## config.mk

```make
export PLATFORM = sky130hd
export DESIGN_NAME = bus_fifo_arbiter
export DESIGN_NICKNAME = d
export VERILOG_FILES = /design/src/rtl/bus_fifo_pkg.sv /design/src/rtl/bus_fifo_chan.sv /design/src/rtl/bus_fifo_arbiter.sv
export SDC_FILE = /design/constraint.sdc
export NUM_CORES = 1
export LEC_CHECK = 0
export BUFFER_PORTS_ARGS = -buffer_cell sky130_fd_sc_hd__buf_4
export CAP_MARGIN = 20
export CORE_ASPECT_RATIO = 1.75
export CORE_MARGIN = 4
export CORE_UTILIZATION = 50
export DETAILED_ROUTE_END_ITERATION = 16
export HOLD_SLACK_MARGIN = 0.15
export PLACE_DENSITY = 0.67
export RECOVER_POWER = 25
export SLEW_MARGIN = 15
export SYNTH_ARGS = -nofsm -noshare
export SYNTH_HDL_FRONTEND = slang
export SYNTH_SLANG_ARGS = --single-unit
export TNS_END_PERCENT = 10
```

## constraint.sdc

```tcl
create_clock -name clk -period 14.59 [get_ports clk]
set_clock_uncertainty 0.05 [all_clocks]
set_input_delay 1.459 -clock clk [delete_from_list [all_inputs] [get_ports clk]]
set_output_delay 1.459 -clock clk [all_outputs]
set_load 0.01 [all_outputs]
```

## src/rtl/bus_fifo_pkg.sv

```systemverilog
// rtl/bus_fifo_pkg.sv - shared width helpers and constants for the bus FIFO arbiter
package bus_fifo_pkg;

  localparam int STATS_W = 16;

  function automatic int ptr_w(input int depth);
    return (depth > 1) ? $clog2(depth) : 1;
  endfunction

  // One extra bit so a full FIFO (count == depth) is distinguishable from empty.
  function automatic int cnt_w(input int depth);
    return ptr_w(depth) + 1;
  endfunction

  function automatic int src_w(input int drvrs);
    return (drvrs > 1) ? $clog2(drvrs) : 1;
  endfunction

endpackage

```

## src/rtl/bus_fifo_chan.sv

```systemverilog
// rtl/bus_fifo_chan.sv - single-channel circular FIFO with drop reporting
module bus_fifo_chan
  import bus_fifo_pkg::*;
#(
  parameter int pckg_sz = 40,
  parameter int depth   = 8
) (
  input  logic               clk,
  input  logic               reset,
  input  logic               push,
  input  logic               pop,
  input  logic [pckg_sz-1:0] din,
  output logic [pckg_sz-1:0] dout,
  output logic               full,
  output logic               pndng,
  output logic               overflow
);

  localparam int PW = ptr_w(depth);
  localparam int CW = cnt_w(depth);

  logic [pckg_sz-1:0] mem [depth];
  logic [PW-1:0]      wr_ptr;
  logic [PW-1:0]      rd_ptr;
  logic [CW-1:0]      count;
  logic               wr_ok;

  assign full  = (count == CW'(depth));
  assign pndng = (count != '0);
  // A full FIFO still accepts a push when the same cycle frees a slot.
  assign wr_ok = push && (!full || pop);
  assign dout  = mem[rd_ptr];

  always_ff @(posedge clk) begin
    if (reset) begin
      wr_ptr   <= '0;
      rd_ptr   <= '0;
      count    <= '0;
      overflow <= 1'b0;
    end else begin
      overflow <= push && !wr_ok;
      if (wr_ok) wr_ptr <= wr_ptr + PW'(1);
      if (pop)   rd_ptr <= rd_ptr + PW'(1);
      count <= count + CW'(wr_ok) - CW'(pop);
    end
  end

  always_ff @(posedge clk) begin
    if (!reset && wr_ok) mem[wr_ptr] <= din;
  end

endmodule

```

## src/rtl/bus_fifo_arbiter.sv

```systemverilog
// rtl/bus_fifo_arbiter.sv - N-channel FIFO front end with round-robin drain to one output register
// Optional per-channel drop/grant counters enabled by defining BUS_FIFO_STATS_EN.
module bus_fifo_arbiter
  import bus_fifo_pkg::*;
#(
  parameter int drvrs   = 4,
  parameter int pckg_sz = 40,
  parameter int depth   = 8
) (
  input  logic                       clk,
  input  logic                       reset,
  input  logic [drvrs-1:0]           push,
  input  logic [drvrs*pckg_sz-1:0]   D_push,
  output logic [drvrs-1:0]           full,
  output logic [drvrs-1:0]           pndng,
  output logic [drvrs-1:0]           overflow,
  output logic                       out_valid,
  input  logic                       out_ready,
  output logic [pckg_sz-1:0]         out_data,
`ifdef BUS_FIFO_STATS_EN
  output logic [$clog2(drvrs)-1:0]   out_src,
  output logic [drvrs*STATS_W-1:0]   drop_cnt,
  output logic [drvrs*STATS_W-1:0]   grant_cnt
`else
  output logic [$clog2(drvrs)-1:0]   out_src
`endif
);

  localparam int SW = src_w(drvrs);

  typedef struct packed {
    logic [SW-1:0]      src;
    logic [pckg_sz-1:0] data;
  } beat_t;

  logic [pckg_sz-1:0] chan_dout [drvrs];
  logic [drvrs-1:0]   pop;
  logic [SW-1:0]      last_grant;
  logic [SW-1:0]      gnt_idx;
  logic               gnt_found;
  logic               load;
  beat_t              out_beat;

  for (genvar i = 0; i < drvrs; i++) begin : g_chan
    bus_fifo_chan #(
      .pckg_sz(pckg_sz),
      .depth  (depth)
    ) u_chan (
      .clk     (clk),
      .reset   (reset),
      .push    (push[i]),
      .pop     (pop[i]),
      .din     (D_push[i*pckg_sz +: pckg_sz]),
      .dout    (chan_dout[i]),
      .full    (full[i]),
      .pndng   (pndng[i]),
      .overflow(overflow[i])
    );
  end

  // Output register is free when empty or when its current beat is taken this cycle.
  assign load = !out_valid || out_ready;

  // Scan starts just after the last winner so every pending channel waits at most drvrs-1 grants.
  always_comb begin
    int            c;
    logic [SW-1:0] ci;
    gnt_found = 1'b0;
    gnt_idx   = '0;
    c         = 0;
    ci        = '0;
    for (int k = 1; k <= drvrs; k++) begin
      c = int'(last_grant) + k;
      if (c >= drvrs) c = c - drvrs;
      ci = SW'(c);
      if (!gnt_found && pndng[ci]) begin
        gnt_found = 1'b1;
        gnt_idx   = ci;
      end
    end
  end

  always_comb begin
    pop = '0;
    if (load && gnt_found) pop[gnt_idx] = 1'b1;
  end

  always_ff @(posedge clk) begin
    if (reset) begin
      out_valid  <= 1'b0;
      out_beat   <= '0;
      last_grant <= SW'(drvrs - 1);
    end else if (load) begin
      if (gnt_found) begin
        out_valid     <= 1'b1;
        out_beat.src  <= gnt_idx;
        out_beat.data <= chan_dout[gnt_idx];
        last_grant    <= gnt_idx;
      end else begin
        out_valid <= 1'b0;
      end
    end
  end

  assign out_data = out_beat.data;
  assign out_src  = out_beat.src;

`ifdef BUS_FIFO_STATS_EN
  // Drops are counted from the registered overflow pulse, one cycle after the drop.
  always_ff @(posedge clk) begin
    if (reset) begin
      drop_cnt  <= '0;
      grant_cnt <= '0;
    end else begin
      for (int i = 0; i < drvrs; i++) begin
        if (overflow[i] && (drop_cnt[i*STATS_W +: STATS_W] != {STATS_W{1'b1}}))
          drop_cnt[i*STATS_W +: STATS_W] <= drop_cnt[i*STATS_W +: STATS_W] + STATS_W'(1);
        if (out_valid && out_ready && (out_beat.src == SW'(i)))
          grant_cnt[i*STATS_W +: STATS_W] <= grant_cnt[i*STATS_W +: STATS_W] + STATS_W'(1);
      end
    end
  end
`endif

endmodule
```

; Word level (Yosys, flattened, before mapping)
; Memory sizes are Yosys's and may differ from the RTL's. A register that Yosys moved wholly into a read port is not among the register bits.
; Index checks and enable logic that the tools add are counted.
[classes]
muxes = 43
eq_ne = 4
bitwise_logic = 1
n_reduce_logical = 40
order_cmp = 11
n_addsub = 24
[ops]
columns = operator, count
row1 = $bmux W40 S2, 1
row2 = $mux W40, 2
row3 = $add A3 B1 Y3 const B, 8
row4 = $mux W3, 8
row5 = $mux W1, 18
row6 = $logic_and A1 B1 Y1, 17
row7 = $add A4 B1 Y4, 4
row8 = $eq A4 B4 Y1 const B, 4
row9 = $mux W2, 8
row10 = $reduce_bool A4 Y1, 4
row11 = $sub A4 B1 Y4, 4
row12 = $lt A2 B3 Y1 const B, 5
row13 = $logic_not A1 Y1, 13
row14 = $ge A3 B3 Y1 const B, 4
row15 = $bmux W1 S2, 4
row16 = $sub A2 B1 Y2 const B, 4
row17 = $add A2 B2 Y3 const B, 2
row18 = $logic_or A1 B1 Y1, 5
row19 = $add A2 B3 Y4 const B, 1
row20 = $ge A4 B3 Y1 const B, 1
row21 = $mux W4, 1
row22 = $add A2 B1 Y3 const B, 1
row23 = $not A2 Y3, 1
row24 = $demux W1 S2, 1
row25 = 2 further kinds, 2
[totals]
out_inout_bits = 55
ramBits = 1280
inputBits = 167
reg_bits = 89
word_cells = 147
n_memories = 4
[mem_list]
columns = name, depth, word_bits, read_ports, rd_clocked_by_memory_dff, write_ports, line_no
row1 = g_chan[0].u_chan.mem, 8, 40, 1, 1, 1, bus_fifo_chan.sv:22  ; logic [pckg_sz-1:0] mem [depth];
row2 = g_chan[1].u_chan.mem, 8, 40, 1, 1, 1, bus_fifo_chan.sv:22
row3 = g_chan[2].u_chan.mem, 8, 40, 1, 1, 1, bus_fifo_chan.sv:22
row4 = g_chan[3].u_chan.mem, 8, 40, 1, 1, 1, bus_fifo_chan.sv:22

; Longest topological paths before layout
[logic_depth]
depth_word = 25
ltp_mapped = 16
depth_no_buf = 14

; Hierarchy
; Synthesis repeated with hierarchy kept, for this count alone.
[hier_totals]
hier_cells = 2474
hier_area_um2 = 54846.4
[by_module_without_submodules]
columns = module, cells_per_inst, n_inst, area_per_inst_um2, seq_area_each_um2
row1 = bus_fifo_chan at g_chan[0].u_chan ..., 543, 2, 13017.5, 9889.5
row2 = bus_fifo_chan at g_chan[2].u_chan ..., 541, 2, 12990.0, 9889.5
row3 = bus_fifo_arbiter, 306, 1, 2831.5, 900.9

; Least setup slack after synthesis
; No wires, ideal clock.
[synth_timing]
path_type = in2reg
start = input port out_ready
end = memory g_chan[3].u_chan.mem[1][0], enable pin
setup_time_ps = 495
path_slack_ps = 8699
t_arrival_ps = 5346
path_stages = 5
required_time_ps = 14045
cell_sequence = nand2b_1 -> o41ai_4 -> nor3_4 -> a21oi_1 -> nor3b_1
[synth_via]
elab_chain_len = 8
[synth_rtl]
columns = item, line_no
row1 = "start, declared", bus_fifo_arbiter.sv:18  ; input logic out_ready,
row2 = $logic_or A1 B1 Y1, bus_fifo_arbiter.sv:62  ; assign load = !out_valid || out_ready;
row3 = $logic_and A1 B1 Y1, bus_fifo_arbiter.sv:85  ; if (load && gnt_found) pop[gnt_idx] = 1'b1;
row4 = $mux W4, bus_fifo_arbiter.sv:85
row5 = $logic_or A1 B1 Y1, bus_fifo_chan.sv:31  ; assign wr_ok = push && (!full || pop);
row6 = $logic_and A1 B1 Y1, bus_fifo_chan.sv:31
row7 = $logic_and A1 B1 Y1, bus_fifo_chan.sv:49  ; if (!reset && wr_ok) mem[wr_ptr] <= din;
row8 = $mux W1, bus_fifo_chan.sv:49
row9 = $mux W1 (not written as such), bus_fifo_chan.sv:49
row10 = "end, declared", bus_fifo_chan.sv:22
; No other way between the ends.

; Worst setup path in the final report
[layout_timing]
start = register g_chan[0].u_chan.count[2]
end = register g_chan[2].u_chan.count[2]
[layout_via]
elab_chain_len = 22
word_cells_on_any_way = 34
cone_classes = add/sub: 2 / order compare: 2 / mux: 19 / reduce/logical: 11
[layout_rtl]
columns = item, line_no
row1 = "start, declared", bus_fifo_chan.sv:25  ; logic [CW-1:0] count;
row2 = "start signal, assigned", bus_fifo_chan.sv:44  ; count <= count + CW'(wr_ok) - CW'(pop);
row3 = $reduce_bool A4 Y1 (*), bus_fifo_chan.sv:29  ; assign pndng = (count != '0);
row4 = $bmux W1 S2, bus_fifo_arbiter.sv:76  ; if (!gnt_found && pndng[ci]) begin
row5 = $mux W1 (not written as such), bus_fifo_arbiter.sv:76
row6 = $mux W1, bus_fifo_arbiter.sv:76
row7 = $logic_not A1 Y1, bus_fifo_arbiter.sv:76
row8 = $logic_and A1 B1 Y1, bus_fifo_arbiter.sv:76
row9 = $mux W1, bus_fifo_arbiter.sv:76
row10 = $logic_not A1 Y1, bus_fifo_arbiter.sv:76
row11 = [... 7 more ...], --
row12 = $mux W1 (not written as such), bus_fifo_arbiter.sv:85
row13 = $demux W1 S2, bus_fifo_arbiter.sv:85
row14 = $mux W4 (*), bus_fifo_arbiter.sv:85
row15 = via g_chan[2].u_chan.pop, bus_fifo_chan.sv:11  ; input logic pop,
row16 = $logic_or A1 B1 Y1, bus_fifo_chan.sv:31
row17 = $logic_and A1 B1 Y1, bus_fifo_chan.sv:31
row18 = $add A4 B1 Y4, bus_fifo_chan.sv:44
row19 = $sub A4 B1 Y4 (*), bus_fifo_chan.sv:44
row20 = "end signal, assigned", bus_fifo_chan.sv:44
row21 = "end, declared", bus_fifo_chan.sv:25
; Mark *: on every way through the listed nets, which the timed path passes. The rest lies on a longest branch. The select of a mux whose other input is x is not followed.
; A chain may end at the register's enable or synchronous reset.

==> impl_metrics.ini <==
[critical_path]
rr_endpoint = g_chan[2].u_chan.count[2]$_SDFF_PP0_
path_cells = inv_1 > ha_1 > or3b_2 > o41a_2 > nand3_2 > buf_4 > nor2_1 > ha_1 > inv_1 > ha_1 > inv_1 > fa_1 > xor2_1 > nor2_1
cpLargestDelayFamily = adder cells
cp_slowest_stage_delay_ns = 0.78
crit_slowest_cell = o41a_2
reg2reg_slack_ns = 10.34
path_max_fanout = 49
cp.required_ns = 15.11
critical_path_class = reg2reg
timing.rr.start = g_chan[0].u_chan.count[2]$_SDFF_PP0_
startpoint = g_chan[0].u_chan.count[2]$_SDFF_PP0_
crit_path_end_kind = flip-flop
r2r_cells = 14
cp_num_buf_inv = 4
critical_path_arrival_ns = 4.76
startpoint_type = flip-flop

[clocking]
clkLatencyLatePin_ns = 0.74
clockRootBuffer = clkbuf_16
ctsResizeCount = 0
clk_pin_slew_ns = 0.07
ctsHoldBuffers = 0
cts_buffer_depth = 3
cts-buffers-inserted = 116
cts_tree = done
cts_max_level = 3
clock_sinks = 1381
post_cts_buffers = 0

[detailed_routing]
wl_per_cell_um = 28.0
drtPass1Iterations = 6
drc = 0
drt-initial-drc-count = 2056
via_per_inst = 5.92
drtAntennaViolNets = 0
wl_mm = 119
num_vias = 25190

[logic_synthesis]
synth_xor_area_share_pct = 0.130
syn_area_um2 = 53800
synthFlopType = edfxtp_1
synthAdderAreaFrac_pct = 0.870
seq_area_frac_synth_pct = 75.2
synth-warning-count = 0
synth_edf_count = 1280
synth_cells = 2530
synth_top_area_cell = edfxtp_1
synth_top_family_by_area = multiplexers
muxShareOfSynthArea_pct = 18.1
synth_compound_area_share_pct = 1.87
syn-num-nets = 2732
synthDistinctLibCells = 62
syn_area_per_cell_um2 = 21.3
synthMostInstantiatedCell = edfxtp_1
ys_seq_elements = 1381
netlist_top_cells_area = edfxtp_1 71%, mux4_2 13%, mux2i_1 4.5%, dfxtp_1 3.8%, nor2_1 0.77%
synth_commonest_cells = 1280 x edfxtp_1, 320 x mux4_2, 244 x mux2i_1
synthSimpleGateAreaFrac_pct = 2.20
synth.top_cell.area_share_pct = 71.4
ys_async_sr_fraction_pct = 0

[power]
seqPwrFrac_pct = 45.3
p_clk_share_pct = 30.5
cellPowerDensity_nw_per_um2 = 175
combPwrFrac_pct = 24.3
p_leak_nw = 19.0
ir_worst_vdd_uv = 280
swShare_pct = 28.5
netSwitchingPower_w = 0.00304
p_int_w = 0.00762

[die]
die_h_um = 442
core-area_um2 = 107000
die_x_um = 256
rows = 159
start_util_pct = 50.3
ioPinCount = 222
die_area_um2 = 113000

[global_routing]
grt_pass1_wl_mm = 176
grt_pass1_vias = 26566
grt.total_usage_pct = 21.1
grt_max_degree = 74
grt_overflow = 0
antenna_found_initial = 39

[finish]
post_route_cells_drive_above_1_share_pct = 26.9
final_core_util_pct = 56.7
final_nets = 2972
syn_to_final_growth_pct = 12.9

[sta]
post-route-min-period_ns = 4.25
slew_violations = 0
tightest_slew_ns = 1.07
fin_ws_ns = 10.34
setup_viol = 0
hold_violations = 0
fin_setup_tns_ns = 0
min_period_over_period_pct = 29.1
rsz0062_at_grt = false
relSlewSlack_pct = 28.9
fmax_mhz = 235

[min_path]
whs_endpoint = out_src[1]$_SDFFE_PP0N_
hold_path_startpoint = out_src[1]$_SDFFE_PP0N_
hold_path_class = reg2reg
min_path_cells = 2

[place]
hpwl_mm = 74.3
place_congestion = 0.771
dp_slack_ns = 9.78
port-buffer-count = 221

[run_status]
status = finished, final reports clean

[job]
drv_cap = 0
## area by class of cell
type,instances,area (µm²)
Inverter,43,164
Sequential cell,1381,40500
Clock buffer,153,3230
Antenna cell,22,55.1
Fill cell,7837,46300
Timing Repair Buffer,271,1660
Multi-Input combinational cell,957,12600
Clock inverter,61,805
Tap cell,1368,1710
## registers in the layout, summed over array words and instances (netlist names), named ones only
register	flops
last_grant	2
g_chan.u_chan.mem	1280
out_data	40
out_src	2
g_chan.u_chan.count	16
out_valid	1
g_chan.u_chan.rd_ptr	12
g_chan.u_chan.wr_ptr	12
g_chan.u_chan.overflow	4
## metrics by stage
stage                     hold slack (ns)  power, W  instances  instance area (µm²)
after detailed placement            0.417   0.00754       4020                57000
after global placement              0.428   0.00745       4020                57000
final                               0.426    0.0107       4256                60700
after floorplan                     0.422   0.00672       2530                53800
after global routing                0.456    0.0111       4243                60700
after CTS                           0.428    0.0108       4234                61100
## worst min-delay path, stage by stage (launching register included)
cell,delay [ns]
dfxtp_1,0.32
nand2_1,0.06
a21oi_1,0.06
## worst max-delay path by stage
stage,endpoint,slack [ns],cells after the start
finish,g_chan[2].u_chan.count[2]$_SDFF_PP0_,10.34,14
global route,g_chan[3].u_chan.count[2]$_SDFF_PP0_,10.04,14
CTS,g_chan[2].u_chan.count[2]$_SDFF_PP0_,10.33,14
detailed placement,g_chan[2].u_chan.count[2]$_SDFF_PP0_,9.78,13
global placement,g_chan[2].u_chan.count[2]$_SDFF_PP0_,9.91,13
floorplan,g_chan[3].u_chan.mem[1][0]$_DFFE_PP_,8.70,5
## power groups by stage
stage	logic (W)	registers [W]	clock network [W]
2_1_floorplan	0.00191	0.00481	0
3_3_place_gp	0.00256	0.00489	0
3_5_place_dp	0.00263	0.00491	0
4_1_cts	0.00263	0.00483	0.00332
5_1_grt	0.00279	0.00486	0.00348
6_report	0.00259	0.00482	0.00325
## logic make-up after synthesis
kind of cell    count (synthesis)
flops                        1381
compound gates                112
mux                           570
fa+ha+maj                      35
simple gates                  232
buf+inv                       192
xor+xnor                        8
## metal layers
layer  up-vias  track usage (%)  wire length [µm]
met2       746             35.6             61100
met3       185             5.44              8770
met4        16             7.55              3840
li1      10919                -                 -
met5         -                0               102
met1     13324             26.6             45300
## cells in the final DEF, fill, tap and decap left out, drive strengths merged, types with 9 or more instances in the layout
master / instances
ha: 31
nor3: 25
bufinv: 17
dfxtp: 101
clkinv: 37
nand2b: 16
nor3b: 15
o221a: 41
edfxtp: 1280
buf: 170
nand3: 16
nor2: 111
nand2: 15
nor2b: 10
inv: 47
diode: 22
clkbuf: 254
mux2i: 244
a21oi: 29
o21ai: 10
or3: 9
mux4: 320
(Power assumes the default switching activity.)
